File: src/rtl/big_cell_blitter_if.sv
// Command and BIG-RAM port bundle for big_cell_blitter.
// slave = blitter side, master = game logic / RAM side.
interface big_cell_blitter_if #(
  parameter int unsigned DataW = 6
);
  logic             cmd_valid;
  logic             cmd_ready;
  logic [1:0]       cmd_op;
  logic [4:0]       cmd_row;
  logic [5:0]       cmd_col;
  logic [15:0]      cmd_shape;
  logic [DataW-1:0] cmd_color;
  logic             en;
  logic             big_wr_en;
  logic [10:0]      big_wr_addr;
  logic [DataW-1:0] big_wr_data;
  logic [10:0]      big_rd_addr;
  logic [DataW-1:0] big_rd_data;
  logic             busy;
  logic             done;
  logic             collision;

  modport slave (
    input  cmd_valid, cmd_op, cmd_row, cmd_col, cmd_shape, cmd_color, en, big_rd_data,
    output cmd_ready, big_wr_en, big_wr_addr, big_wr_data, big_rd_addr, busy, done, collision
  );

  modport master (
    output cmd_valid, cmd_op, cmd_row, cmd_col, cmd_shape, cmd_color, en, big_rd_data,
    input  cmd_ready, big_wr_en, big_wr_addr, big_wr_data, big_rd_addr, busy, done, collision
  );
endinterface

File: src/rtl/big_cell_blitter.sv
// Command-driven cell writer for the BIG board RAM: 4x4 mask draw/erase and whole-board fill.
// Optional pre-draw collision check is compiled in with BLITTER_COLLISION_CHECK_EN.
module big_cell_blitter #(
  parameter int unsigned Rows  = 30,
  parameter int unsigned Cols  = 40,
  parameter int unsigned DataW = 6
) (
  input logic               clk_i,
  input logic               rst_ni,
  big_cell_blitter_if.slave bus_io
);

  localparam logic [5:0] RowsW   = 6'(Rows);
  localparam logic [6:0] ColsW   = 7'(Cols);
  localparam logic [4:0] RowLast = 5'(Rows - 1);
  localparam logic [5:0] ColLast = 6'(Cols - 1);

  typedef enum logic [2:0] {
    StIdle,
    StDraw,
    StClear,
    StDone
`ifdef BLITTER_COLLISION_CHECK_EN
    , StCheck
`endif
  } state_e;

  state_e           state_q, state_d;
  logic [4:0]       row_q, row_d;
  logic [5:0]       col_q, col_d;
  logic [15:0]      shape_q, shape_d;
  logic [3:0]       k_q, k_d;
  logic             pend_q, pend_d;
  logic [10:0]      addr_q, addr_d;
  logic [DataW-1:0] data_q, data_d;
  logic             collision_q, collision_d;
  logic [11:0]      slot_nxt;

  // Returns {in_bounds, addr} for slot k; row/col sums are one bit wider so they never wrap.
  function automatic logic [11:0] slot_fn(input logic [4:0] r, input logic [5:0] c,
                                          input logic [3:0] k);
    logic [5:0] tr;
    logic [6:0] tc;
    tr = {1'b0, r} + {4'd0, k[3:2]};
    tc = {1'b0, c} + {5'd0, k[1:0]};
    return {(tr < RowsW) && (tc < ColsW), tr[4:0], tc[5:0]};
  endfunction

`ifdef BLITTER_COLLISION_CHECK_EN
  logic [4:0]  chk_q, chk_d;
  logic [10:0] rd_addr_q, rd_addr_d;
  logic [11:0] slot_prv;
  logic [3:0]  prv_k;
`else
  logic unused_rd_data;
  assign unused_rd_data = ^bus_io.big_rd_data;
`endif

  always_comb begin
    state_d     = state_q;
    row_d       = row_q;
    col_d       = col_q;
    shape_d     = shape_q;
    k_d         = k_q;
    pend_d      = pend_q;
    addr_d      = addr_q;
    data_d      = data_q;
    collision_d = collision_q;
    slot_nxt    = '0;
`ifdef BLITTER_COLLISION_CHECK_EN
    chk_d       = chk_q;
    rd_addr_d   = rd_addr_q;
    prv_k       = chk_q[3:0] - 4'd1;
    slot_prv    = '0;
`endif
    unique case (state_q)
      StIdle: begin
        if (bus_io.cmd_valid) begin
          row_d       = bus_io.cmd_row;
          col_d       = bus_io.cmd_col;
          shape_d     = bus_io.cmd_shape;
          k_d         = '0;
          collision_d = 1'b0;
          data_d      = (bus_io.cmd_op == 2'b00 || bus_io.cmd_op == 2'b11) ?
                        bus_io.cmd_color : '0;
          if (bus_io.cmd_op[1]) begin
            state_d = StClear;
            pend_d  = 1'b1;
            addr_d  = '0;
          end else begin
            slot_nxt = slot_fn(bus_io.cmd_row, bus_io.cmd_col, 4'd0);
`ifdef BLITTER_COLLISION_CHECK_EN
            if (bus_io.cmd_op == 2'b00) begin
              state_d   = StCheck;
              chk_d     = '0;
              rd_addr_d = slot_nxt[10:0];
            end else
`endif
            begin
              state_d = StDraw;
              pend_d  = bus_io.cmd_shape[0] & slot_nxt[11];
              addr_d  = slot_nxt[10:0];
            end
          end
        end
      end
      StDraw: begin
        if (bus_io.en) begin
          if (k_q == 4'hf) begin
            state_d = StDone;
            pend_d  = 1'b0;
          end else begin
            k_d      = k_q + 4'd1;
            slot_nxt = slot_fn(row_q, col_q, k_d);
            pend_d   = shape_q[k_d] & slot_nxt[11];
            addr_d   = slot_nxt[10:0];
          end
        end
      end
      StClear: begin
        if (bus_io.en) begin
          if (addr_q[5:0] == ColLast) begin
            if (addr_q[10:6] == RowLast) begin
              state_d = StDone;
              pend_d  = 1'b0;
            end else begin
              addr_d = {addr_q[10:6] + 5'd1, 6'd0};
            end
          end else begin
            addr_d[5:0] = addr_q[5:0] + 6'd1;
          end
        end
      end
`ifdef BLITTER_COLLISION_CHECK_EN
      StCheck: begin
        // Read data for the slot issued last cycle arrives now.
        slot_prv = slot_fn(row_q, col_q, prv_k);
        if (chk_q != 5'd0 && shape_q[prv_k] &&
            (!slot_prv[11] || bus_io.big_rd_data != '0)) begin
          collision_d = 1'b1;
        end
        if (chk_q == 5'd16) begin
          if (collision_d) begin
            state_d = StDone;
          end else begin
            state_d  = StDraw;
            k_d      = '0;
            slot_nxt = slot_fn(row_q, col_q, 4'd0);
            pend_d   = shape_q[0] & slot_nxt[11];
            addr_d   = slot_nxt[10:0];
          end
        end else begin
          chk_d     = chk_q + 5'd1;
          slot_nxt  = slot_fn(row_q, col_q, chk_q[3:0] + 4'd1);
          rd_addr_d = slot_nxt[10:0];
        end
      end
`endif
      StDone:  state_d = StIdle;
      default: state_d = StIdle;
    endcase
  end

  always_ff @(posedge clk_i or negedge rst_ni) begin
    if (!rst_ni) begin
      state_q     <= StIdle;
      row_q       <= '0;
      col_q       <= '0;
      shape_q     <= '0;
      k_q         <= '0;
      pend_q      <= 1'b0;
      addr_q      <= '0;
      data_q      <= '0;
      collision_q <= 1'b0;
`ifdef BLITTER_COLLISION_CHECK_EN
      chk_q       <= '0;
      rd_addr_q   <= '0;
`endif
    end else begin
      state_q     <= state_d;
      row_q       <= row_d;
      col_q       <= col_d;
      shape_q     <= shape_d;
      k_q         <= k_d;
      pend_q      <= pend_d;
      addr_q      <= addr_d;
      data_q      <= data_d;
      collision_q <= collision_d;
`ifdef BLITTER_COLLISION_CHECK_EN
      chk_q       <= chk_d;
      rd_addr_q   <= rd_addr_d;
`endif
    end
  end

  // pend_q marks the current slot as writable; en only decides whether it is consumed now.
  assign bus_io.big_wr_en   = pend_q & bus_io.en;
  assign bus_io.big_wr_addr = addr_q;
  assign bus_io.big_wr_data = data_q;
  assign bus_io.cmd_ready   = (state_q == StIdle) & rst_ni;
  assign bus_io.busy        = (state_q != StIdle) && (state_q != StDone);
  assign bus_io.done        = (state_q == StDone);
`ifdef BLITTER_COLLISION_CHECK_EN
  assign bus_io.big_rd_addr = rd_addr_q;
  assign bus_io.collision   = collision_q;
`else
  assign bus_io.big_rd_addr = '0;
  assign bus_io.collision   = 1'b0;
`endif

endmodule

File: src/flat_wrapper.sv
// flat-port wrapper written by rule: the top's interface ports become plain ports
module big_cell_blitter_flat 
#(
  parameter int unsigned Rows  = 30,
  parameter int unsigned Cols  = 40,
  parameter int unsigned DataW = 6
)
  (clk_i, rst_ni, bus_io_cmd_valid, bus_io_cmd_op, bus_io_cmd_row, bus_io_cmd_col, bus_io_cmd_shape, bus_io_cmd_color, bus_io_en, bus_io_big_rd_data, bus_io_cmd_ready, bus_io_big_wr_en, bus_io_big_wr_addr, bus_io_big_wr_data, bus_io_big_rd_addr, bus_io_busy, bus_io_done, bus_io_collision);
  big_cell_blitter_if #(.DataW(DataW)) bus_io_i ();
  input logic clk_i;
  input logic rst_ni;
  input wire logic [$bits(bus_io_i.cmd_valid)-1:0] bus_io_cmd_valid;
  input wire logic [$bits(bus_io_i.cmd_op)-1:0] bus_io_cmd_op;
  input wire logic [$bits(bus_io_i.cmd_row)-1:0] bus_io_cmd_row;
  input wire logic [$bits(bus_io_i.cmd_col)-1:0] bus_io_cmd_col;
  input wire logic [$bits(bus_io_i.cmd_shape)-1:0] bus_io_cmd_shape;
  input wire logic [$bits(bus_io_i.cmd_color)-1:0] bus_io_cmd_color;
  input wire logic [$bits(bus_io_i.en)-1:0] bus_io_en;
  input wire logic [$bits(bus_io_i.big_rd_data)-1:0] bus_io_big_rd_data;
  output wire logic [$bits(bus_io_i.cmd_ready)-1:0] bus_io_cmd_ready;
  output wire logic [$bits(bus_io_i.big_wr_en)-1:0] bus_io_big_wr_en;
  output wire logic [$bits(bus_io_i.big_wr_addr)-1:0] bus_io_big_wr_addr;
  output wire logic [$bits(bus_io_i.big_wr_data)-1:0] bus_io_big_wr_data;
  output wire logic [$bits(bus_io_i.big_rd_addr)-1:0] bus_io_big_rd_addr;
  output wire logic [$bits(bus_io_i.busy)-1:0] bus_io_busy;
  output wire logic [$bits(bus_io_i.done)-1:0] bus_io_done;
  output wire logic [$bits(bus_io_i.collision)-1:0] bus_io_collision;
  assign bus_io_i.cmd_valid = bus_io_cmd_valid;
  assign bus_io_i.cmd_op = bus_io_cmd_op;
  assign bus_io_i.cmd_row = bus_io_cmd_row;
  assign bus_io_i.cmd_col = bus_io_cmd_col;
  assign bus_io_i.cmd_shape = bus_io_cmd_shape;
  assign bus_io_i.cmd_color = bus_io_cmd_color;
  assign bus_io_i.en = bus_io_en;
  assign bus_io_i.big_rd_data = bus_io_big_rd_data;
  assign bus_io_cmd_ready = bus_io_i.cmd_ready;
  assign bus_io_big_wr_en = bus_io_i.big_wr_en;
  assign bus_io_big_wr_addr = bus_io_i.big_wr_addr;
  assign bus_io_big_wr_data = bus_io_i.big_wr_data;
  assign bus_io_big_rd_addr = bus_io_i.big_rd_addr;
  assign bus_io_busy = bus_io_i.busy;
  assign bus_io_done = bus_io_i.done;
  assign bus_io_collision = bus_io_i.collision;
  big_cell_blitter #(.Rows(Rows), .Cols(Cols), .DataW(DataW)) u_core (.clk_i(clk_i), .rst_ni(rst_ni), .bus_io(bus_io_i));
endmodule
File: config.mk
export PLATFORM = sky130hd
export DESIGN_NAME = big_cell_blitter_flat
export DESIGN_NICKNAME = d
export VERILOG_FILES = /design/src/rtl/big_cell_blitter_if.sv /design/src/rtl/big_cell_blitter.sv /design/src/flat_wrapper.sv
export SDC_FILE = /design/constraint.sdc
export NUM_CORES = 1
export LEC_CHECK = 0
export ABC_CLOCK_PERIOD_IN_PS = 6700
export BUFFER_PORTS_ARGS = -buffer_cell sky130_fd_sc_hd__buf_4
export CAP_MARGIN = 30
export CORE_UTILIZATION = 38
export DETAILED_ROUTE_END_ITERATION = 8
export HOLD_SLACK_MARGIN = 0.02
export PLACE_DENSITY_LB_ADDON = 0.25
export SLEW_MARGIN = 10
export SYNTH_ARGS = -nofsm -noshare
export SYNTH_HDL_FRONTEND = slang
export SYNTH_SLANG_ARGS = --single-unit
export TNS_END_PERCENT = 100
File: constraint.sdc
create_clock -name clk_i -period 6.7 [get_ports clk_i]
set_input_delay 1.005 -clock clk_i [delete_from_list [all_inputs] [get_ports clk_i]]
set_output_delay 1.005 -clock clk_i [all_outputs]
set_load 0.005 [all_outputs]
==> results of run 1 <==
==> tightest hold or removal path, stage by stage (launching register included) <==
cell and delay [ns]:
dfrtp_1 0.35, nand2_1 0.05, nand2_1 0.05
==> cells by family (layout without fill, tap and decap cells) <==
group / Yosys count / after routing
xor gates and xnor gates: 13 / 13
DFF: 51 / 51
other: 1 / 12
buffers and inverters: 37 / 81
and+or+nand+nor: 148 / 148
AOI/OAI and AO/OA: 70 / 70
muxes: 10 / 10
adders and majority gates: 14 / 14
==> worst min path at each step <==
stage,endpoint,slack [ns],startpoint
2_1_floorplan,u_core.shape_q[11]$_DFFE_PN0P_,0.44,u_core.shape_q[11]$_DFFE_PN0P_
3_3_place_gp,u_core.shape_q[9]$_DFFE_PN0P_,0.45,u_core.shape_q[9]$_DFFE_PN0P_
4_1_cts,u_core.shape_q[15]$_DFFE_PN0P_,0.48,u_core.shape_q[15]$_DFFE_PN0P_
3_5_place_dp,u_core.shape_q[15]$_DFFE_PN0P_,0.46,u_core.shape_q[15]$_DFFE_PN0P_
5_1_grt,u_core.shape_q[15]$_DFFE_PN0P_,0.51,u_core.shape_q[15]$_DFFE_PN0P_
6_report,u_core.shape_q[15]$_DFFE_PN0P_,0.48,u_core.shape_q[15]$_DFFE_PN0P_
==> state kept, by name (all words and copies together) (netlist names) <==
register,flops
u_core.shape_q,16
u_core.pend_q,1
u_core.k_q,4
u_core.bus_io.big_wr_data,6
u_core.state_q,2
u_core.bus_io.big_wr_addr,11
u_core.row_q,5
u_core.col_q,6
==> final cells by class <==
cell class	instances	area share (%)
Clock inverter	2	0.350
Inverter	12	1.26
Multi-Input combinational cell	267	44.0
Timing Repair Buffer	61	13.1
Tap cell	102	3.57
Sequential cell	51	35.7
Clock buffer	6	2.03
==> power breakdown <==
part	internal (mW)	total (mW)	switching, mW
Sequential	0.449	0.586	0.137
Combinational	0.385	0.830	0.445
Clock	0.0733	0.178	0.104
==> metal layers <==
layer	GRT usage [%]	up-vias	share of wire (%)
met5	0	-	0
met4	4.50	0	0.99
met3	3.54	7	5.6
met2	30.4	80	48
met1	25.1	1166	46
li1	-	1258	-
==> per-stage QoR <==
stage	hold WS, ns	area (um^2)	util (%)
2_1_floorplan	0.440	3040	-
3_3_place_gp	0.454	3470	45.1
3_5_place_dp	0.457	3490	45.5
4_1_cts	0.480	3580	46.6
5_1_grt	0.506	3580	46.6
6_report	0.478	3580	46.6
==> cells in the final DEF, fill, tap and decap left out, types with 3 or more instances in the layout <==
cell type	n
nand2_1	104
nand3_1	13
and2_1	3
nor2_1	12
clkbuf_8	5
xor2_1	8
mux2_1	4
or3_1	3
xnor2_1	5
nand4_1	3
o22ai_1	4
dfrtp_1	51
a22o_1	5
conb_1	12
mux4_2	5
nand2b_1	4
a22oi_1	5
ha_1	12
o21ai_1	10
buf_4	59
a21oi_1	15
inv_1	11
o21ai_0	16
==> impl_results.md, run 1 <==
- Die H: 90.8 um
- Final min period: 2.88 ns
- WP data arrival: 1.88 ns
- Critical Path End: bus_io_cmd_ready
- Vias per cell: 5.01
- Layout cells sized above 1: 18.5%
- Worst path max stage delay: 0.51 ns
- Relative slew slack: 46.3%
- Num CTS Buffers: 5
- Final Max Tran Viols: 0
- Slowest CP cell: buf_4
- Main combinational cell family by area after synthesis: simple AND/OR/NAND/NOR gates
- Post-synthesis compound-gate area fraction: 14.4%
- Synth Cell Area: 0.00300 mm^2
- Total grt overflow: 0
- PD cells: 445 mW/mm^2
- RSZ-0062 raised after global routing: no
- Post-synthesis sequential area ratio: 42.6%
- VDD IR max: 167 uV
- Clk_lat worst skew: 0.30 ns
- Area leader, netlist: dfrtp_1
- Synth Area in Adders: 6.35%
- Worst R2R End: u_core.bus_io.big_wr_addr[10]$_DFFE_PN0P_
- Residual DRC: 0
- TritonRoute pass-1 iters: 5
- Layout fillers: 775
- Top area cells in the synthesized netlist: dfrtp_1, nand2_1, ha_1
- Starting Density: 39.0%
- Count leader, synth: nand2_1
- Post-synth top cells: nand2_1, dfrtp_1, o21ai_0
- Final RePlAce weighted congestion: 0.839
- Core area: 0.00769 mm^2
- DR vias: 2511
- Crit path top cell by count: buf_4
- CP Class: input pin to output pin
- Initial antenna violation count: 0
- Post-DP HPWL: 5.20 mm
- Storage cell area: 0.00128 mm^2
- Vias in the first global route: 2458
- Sum of negative setup slack: 0 ns
- Setup WS pre-CTS: 3.78 ns
- Worst Hold Depth: 2
- Endpoint class of the critical path: output pin
- Post-synthesis xor/xnor area fraction: 3.80%
- Fmax: 0.347 GHz
- FF-to-FF Start: u_core.k_q[0]$_DFFE_PN0P_
- Worst Setup SP: rst_ni
- Worst Hold Class: flip-flop to flip-flop
- Worst Max-Slew Pin Slew: 0.806 ns
- Status: finished, final reports clean
- Synthesis-to-finish area growth: 19.5%
- Post-synthesis mux area share: 5.59%
- Final Skew: 0.00895 ns
- Post-CTS Setup Bufs: 0
- Clock-pin slew on the worst setup and hold paths: 0.09 ns
- Synth Area in Simple Gates: 20.9%
- Final hold violation count: 0
- # rows: 32
- Layout Nets: 457
- Cells resized by post-CTS repair: 0
- Fin crit share: 43.0%
- CP Cell Sequence: buf_4, and2_1, buf_4
- Multi-input gate area: 0.00158 mm^2
- CP bufs+invs: 2
- Total power draw: 1.59 mW
- Distinct cells, synth: 43
- Post-Layout Cell Count: 501
- GRT Util Overall: 18.5%
- DRT iter0 DRCs: 191
- Final setup fails: 0
- Crit path max fanout: 52
- Seq cells post-synth: 51
- WL per Instance: 14.1 um
- Post-synth EDFFs: 0
- Deepest clock path buffer count: 2
- R2R depth: 9
- Warnings from Yosys: 0
- WP depth: 3
- CTS root buf: clkbuf_8
- Num Clock Sinks: 51
- Critical path data required time: 5.69 ns
- Crit path max-delay family: buffers and inverters
- Final WL: 7.07 mm
- Largest net degree at the start of global routing: 53
- Hold buffers post-CTS: 0
- DIE WIDTH: 90.8 um
- First-pass GRT wire length: 12.2 mm
- Static Leak: 1.74 nW
- Die area: 0.00824 mm^2
- Port Buf Inserts: 59
- Top-area cell type share of the netlist area: 42.6%
- Ys flop type: dfrtp_1
- CP Launch Type: input pin
- Max Cap Viol: 0
- Mean Syn Cell Area: 8.71 um^2
- Reg2Reg Setup Slack: 3.97 ns
- Antenna-violating nets left: 0
- I/O Pins: 78
- H-tree Lvls: 2
- Dpl cells: 493
- Synth async-reset ratio: 100%
- CTS tree: done
- Setup WS post-layout: 3.82 ns
- Cells after Synth: 344
- Ant. Diodes: 0
(Power assumes the default switching activity.)
==> run 2, diff against run 1 <==
--- a/config.mk
+++ b/config.mk
@@ -5,7 +5,7 @@
 export SDC_FILE = /design/constraint.sdc
 export NUM_CORES = 1
 export LEC_CHECK = 0
-export ABC_CLOCK_PERIOD_IN_PS = 6700
+export ABC_CLOCK_PERIOD_IN_PS = 2800
 export BUFFER_PORTS_ARGS = -buffer_cell sky130_fd_sc_hd__buf_4
 export CAP_MARGIN = 30
 export CORE_UTILIZATION = 38
==> constraint.sdc (replaced) <==
create_clock -name clk_i -period 2.8 [get_ports clk_i]
set_input_delay 0.42 -clock clk_i [delete_from_list [all_inputs] [get_ports clk_i]]
set_output_delay 0.42 -clock clk_i [all_outputs]
set_load 0.005 [all_outputs]
==> run 2 against run 1 <==
Effect of this change:
- combinational power rose by 150%
- critical endpoint is now u_core.bus_io.big_wr_addr[8]$_DFFE_PN0P_
- critical path type is now flip-flop to flip-flop
- clock power rose to 2.8 times the previous value
- cell count rose by 1.0%
- total power rose by 150%
- sequential power rose by 140%
- clock-buffer cell count did not move
- clock skew rose by 0.0015 ns
- core utilization rose by 0.67 points
- die area did not move
- flip-flop and latch count did not move
==> impl_results.md, run 2 (same netlist as run 1, synthesis figures left out) <==
- Status: finished, final reports clean
- Endpoint class of the critical path: flip-flop
- Critical path data required time: 2.99 ns
- Vias per cell: 5.03
- Port Buf Inserts: 59
- Clock-pin slew on the worst setup and hold paths: 0.09 ns
- Fmax: 0.403 GHz
- I/O Pins: 78
- Layout Nets: 463
- TritonRoute pass-1 iters: 4
- DR vias: 2544
- Final RePlAce weighted congestion: 0.843
- Vias in the first global route: 2458
- Die area: 0.00824 mm^2
- Post-CTS Setup Bufs: 0
- Synthesis-to-finish area growth: 21.2%
- DRT iter0 DRCs: 159
- CP Cell Sequence: ha_1, xor2_1, ha_1, fa_1, xor2_1, nand2_1, o21ai_0, a22o_1, mux2_1
- Clk pwr share: 12.7%
- Max reg flops: 16
- Final WL: 7.08 mm
- First-pass GRT wire length: 12.2 mm
- Multi-input gate area: 0.00158 mm^2
- Crit path max-delay family: adder cells
- H-tree Lvls: 2
- CP Launch Type: flip-flop
- DIE WIDTH: 90.8 um
- Relative slew slack: 51.8%
- Final Skew: 0.0105 ns
- # rows: 32
- Crit path max fanout: 4
- WL per Instance: 14.0 um
- Storage cell area: 0.00128 mm^2
- Post-DP HPWL: 5.32 mm
- Final Max Tran Viols: 0
- Sum of negative setup slack: 0 ns
- WP data arrival: 2.67 ns
- Largest Register: u_core.shape_q
- CTS tree: done
- Final min period: 2.48 ns
- VDD IR max: 380 uV
- Most frequent cells in the layout: nand2_1, buf_4, dfrtp_1
- Psw: 1.63 mW
- Hold buffers post-CTS: 0
- Total power draw: 3.92 mW
- Cells resized by post-CTS repair: 0
- Fin crit share: 88.5%
- Starting Density: 39.0%
- Worst Hold Class: input pin to async pin
- Sequential share of power: 35.3%
- CP bufs+invs: 0
- Ant. Diodes: 0
- Static Leak: 1.78 nW
- Clk_lat worst skew: 0.30 ns
- GRT Util Overall: 18.5%
- Die H: 90.8 um
- Largest net degree at the start of global routing: 52
- CTS root buf: clkbuf_8
- Worst path max stage delay: 0.47 ns
- Max Cap Viol: 0
- Antenna-violating nets left: 0
- Slowest CP cell: fa_1
- Combinational share of power: 52.1%
- Final hold violation count: 0
- Residual DRC: 0
- Worst Max-Slew Pin Slew: 0.720 ns
- Net Sw Frac: 41.5%
- Layout cells sized above 1: 19.6%
- RSZ-0062 raised after global routing: no
- CP Class: flip-flop to flip-flop
- Deepest clock path buffer count: 2
- Core area: 0.00769 mm^2
- Int Power: 2.29 mW
- Num Clock Sinks: 51
- Num CTS Buffers: 5
- Final setup fails: 0
- Layout fillers: 791
- Hold Worst Slack: 0.230 ns
- Core Util, Final: 47.2%
- PD cells: 1080 mW/mm^2
- Total grt overflow: 0
- Initial antenna violation count: 0
- Most common cell after layout, fill and taps aside: nand2_1
-- run 2: cell count changes in the layout (fill, tap and decap cells not counted) --
cell and delta:
buf_4 +8, buf_6 -1, buf_8 -1, bufinv_16 +1, clkinv_2 -1, clkinvlp_4 -1
-- run 2: per-stage QoR --
stage | std cells | instance area [um^2] | setup slack, ns
floorplan | 355 | 3040 | 0.477
global placement | 499 | 3530 | 0.378
detailed placement | 499 | 3530 | 0.334
CTS | 506 | 3630 | 0.315
global route | 506 | 3630 | 0.167
finish | 506 | 3630 | 0.321
-- run 2: area by class of cell --
cell class,instances,share of cell area (%)
multi-input cells,267,43.4
flip-flops and latches,51,35.1
repair buffers,67,13.9
well taps,102,3.51
clock buffers,6,2.00
inverters,12,1.24
clock inverters,1,0.827
-- run 2: final timing paths --
path                                                                 end  slack (ns)                          start  cells past startpoint
worst max-delay path            u_core.bus_io.big_wr_addr[8]$_DFFE_PN0P_        0.32      u_core.k_q[1]$_DFFE_PN0P_                      9
worst max register to register  u_core.bus_io.big_wr_addr[8]$_DFFE_PN0P_        0.32      u_core.k_q[1]$_DFFE_PN0P_                      9
min in group clk_i                        u_core.shape_q[10]$_DFFE_PN0P_        0.30           bus_io_cmd_shape[10]                      3
max in group asynchronous                  u_core.shape_q[4]$_DFFE_PN0P_        2.12                         rst_ni                      2
worst min-delay path            u_core.bus_io.big_wr_addr[8]$_DFFE_PN0P_        0.23                         rst_ni                      2
worst min register to register             u_core.shape_q[5]$_DFFE_PN0P_        0.48  u_core.shape_q[5]$_DFFE_PN0P_                      2
-- run 2: power groups by stage --
stage | clock [mW] | combinational, mW | sequential, mW
after detailed placement | 0 | 2.04 | 1.40
after floorplan | 0 | 1.40 | 1.33
after CTS | 0.519 | 2.05 | 1.39
after global placement | 0 | 2.00 | 1.38
after global routing | 0.550 | 2.31 | 1.44
final | 0.497 | 2.04 | 1.38
-- run 2: per-layer routing --
metal	global-route usage, %	share of wire [%]
met5	0	0
met1	26.8	49
met2	28.7	46
met4	4.37	0.65
met3	3.28	4.4
==> run 3, diff against run 2 <==
--- a/config.mk
+++ b/config.mk
@@ -5,7 +5,7 @@
 export SDC_FILE = /design/constraint.sdc
 export NUM_CORES = 1
 export LEC_CHECK = 0
-export ABC_CLOCK_PERIOD_IN_PS = 2800
+export ABC_CLOCK_PERIOD_IN_PS = 2500
 export BUFFER_PORTS_ARGS = -buffer_cell sky130_fd_sc_hd__buf_4
 export CAP_MARGIN = 30
 export CORE_UTILIZATION = 38
==> constraint.sdc (replaced) <==
create_clock -name clk_i -period 2.5 [get_ports clk_i]
set_input_delay 0.375 -clock clk_i [delete_from_list [all_inputs] [get_ports clk_i]]
set_output_delay 0.375 -clock clk_i [all_outputs]
set_load 0.005 [all_outputs]
==> run 3 against run 2 <==
Effect of this change:
- cell count grew 0.79%
- largest cell class unchanged
- critical endpoint unchanged
- first-iteration DRC count shrank 17%
- core utilization grew 0.16 points
==> impl_results.md, run 3 (same netlist as run 1, synthesis figures left out) <==
- Status: finished, final reports clean
- H-tree Lvls: 2
- Final setup fails: 0
- Most frequent cells in the layout: nand2_1, buf_4, dfrtp_1
- Psw: 1.85 mW
- Largest net degree at the start of global routing: 52
- Total grt overflow: 0
- Final hold violation count: 0
- Sequential share of power: 35.7%
- Static Leak: 1.77 nW
- DIE WIDTH: 90.8 um
- # rows: 32
- VDD IR max: 500 uV
- Net Sw Frac: 42.7%
- Vias per cell: 5.05
- Post-DP HPWL: 5.37 mm
- Worst Max-Slew Pin Slew: 0.797 ns
- Die area: 0.00824 mm^2
- Num CTS Buffers: 5
- Combinational share of power: 53.4%
- Final Max Tran Viols: 0
- Num Clock Sinks: 51
- RSZ-0062 raised after global routing: no
- Clk pwr share: 10.9%
- Clock-pin slew on the worst setup and hold paths: 0.10 ns
- CP Launch Type: flip-flop
- Antenna-violating nets left: 0
- Starting Density: 39.0%
- Worst Setup SP: u_core.k_q[1]$_DFFE_PN0P_
- Int Power: 2.49 mW
- Fin crit share: 92.7%
- Worst Hold Class: input pin to async pin
- Residual DRC: 0
- Vias in the first global route: 2491
- Initial antenna violation count: 0
- Layout Nets: 466
- FF-to-FF Start: u_core.k_q[1]$_DFFE_PN0P_
- Clk_lat worst skew: 0.31 ns
- Post-Layout Cell Count: 510
- Synthesis-to-finish area growth: 21.6%
- Final WL: 7.24 mm
- Die H: 90.8 um
- Max reg flops: 16
- Largest Register: u_core.shape_q
- CTS tree: done
- Max Cap Viol: 0
- DRT iter0 DRCs: 132
- Endpoint class of the critical path: flip-flop
- Relative slew slack: 46.9%
- Port Buf Inserts: 59
- Core area: 0.00769 mm^2
- Final min period: 2.32 ns
- First-pass GRT wire length: 12.1 mm
- DR vias: 2578
- Critical path data required time: 2.69 ns
- GRT Util Overall: 18.4%
- WP data arrival: 2.51 ns
- Hold buffers post-CTS: 0
- Layout cells sized above 1: 21.1%
- Most common cell after layout, fill and taps aside: nand2_1
- PD cells: 1190 mW/mm^2
- Final Skew: 0.0120 ns
- Sum of negative setup slack: 0 ns
- CTS root buf: clkbuf_8
- I/O Pins: 78
- Ant. Diodes: 0
- TritonRoute pass-1 iters: 4
- Core Util, Final: 47.4%
- CP Class: flip-flop to flip-flop
- Deepest clock path buffer count: 2
- Final RePlAce weighted congestion: 0.835
- Crit path max fanout: 4
- Fmax: 0.431 GHz
- WL per Instance: 14.2 um
- Dpl cells: 502
==> run 3: cell types whose count changed in the layout (fill, tap and decap cells not counted), sizes merged <==
| cell | delta |
|---|---|
| buf | +3 |
| bufinv | -1 |
| clkinv | +1 |
| clkinvlp | +1 |
==> run 3: layout make-up <==
| cell class | instances | area, um^2 |
|---|---|---|
| clock inverter | 2 | 12.5 |
| tap | 102 | 128 |
| sequential | 51 | 1280 |
| timing repair buffer | 70 | 526 |
| inverter | 12 | 45.0 |
| clock buffer | 6 | 72.6 |
| multi-input combinational | 267 | 1580 |
| fill | 773 | 4040 |
==> run 3: routing by layer <==
layer / part of all wire [%] / global-route usage (%) / vias up
met5: 0 / 0 / -
met4: 1.2 / 5.82 / 0
met3: 4.8 / 3.20 / 10
met2: 47 / 29.7 / 75
met1: 47 / 25.2 / 1219
li1: - / - / 1274
==> run 3: what timing repair did <==
item                                    CTS  global route
buffers inserted                          0             0
gates resized for setup                   0             3
endpoints found under the setup margin    0             3
==> run 3: final timing paths <==
| check | to | slack, ns | depth (start not counted) |
|---|---|---|---|
| max | u_core.bus_io.big_wr_addr[8]$_DFFE_PN0P_ | 0.18 | 9 |
| min | u_core.bus_io.big_wr_addr[4]$_DFFE_PN0P_ | 0.18 | 2 |
| max reg2reg | u_core.bus_io.big_wr_addr[8]$_DFFE_PN0P_ | 0.18 | 9 |
| min reg2reg | u_core.shape_q[4]$_DFFE_PN0P_ | 0.48 | 2 |
| max in group asynchronous | u_core.k_q[3]$_DFFE_PN0P_ | 1.87 | 2 |
| min in group clk_i | u_core.shape_q[11]$_DFFE_PN0P_ | 0.25 | 3 |
==> run 3: power groups by stage <==
stage / Clock (mW) / Sequential, mW / Combinational [mW]
floorplan: 0 / 1.49 / 1.57
global placement: 0 / 1.55 / 2.26
detailed placement: 0 / 1.56 / 2.29
CTS: 0.493 / 1.55 / 2.32
global route: 0.529 / 1.62 / 2.62
finish: 0.473 / 1.55 / 2.32
==> run 3: stage by stage <==
stage / hold WS (ns) / power, mW / instance area (um^2) / setup WS, ns
floorplan: 0.0794 / 3.05 / 3040 / 0.177
global placement: 0.454 / 3.80 / 3550 / 0.115
detailed placement: 0.462 / 3.86 / 3550 / 0.0580
CTS: 0.220 / 4.36 / 3640 / 0.0403
global route: 0.239 / 4.76 / 3640 / 0.0377
finish: 0.176 / 4.34 / 3640 / 0.182
==> run 3: critical path, cell delays in order (launching register included) <==
cell     delay [ns]
dfrtp_1        0.41
ha_2           0.20
xor2_1         0.18
ha_2           0.21
fa_2           0.41
xor2_1         0.19
nand2_1        0.08
o21ai_0        0.07
a22o_1         0.19
mux2_1         0.27
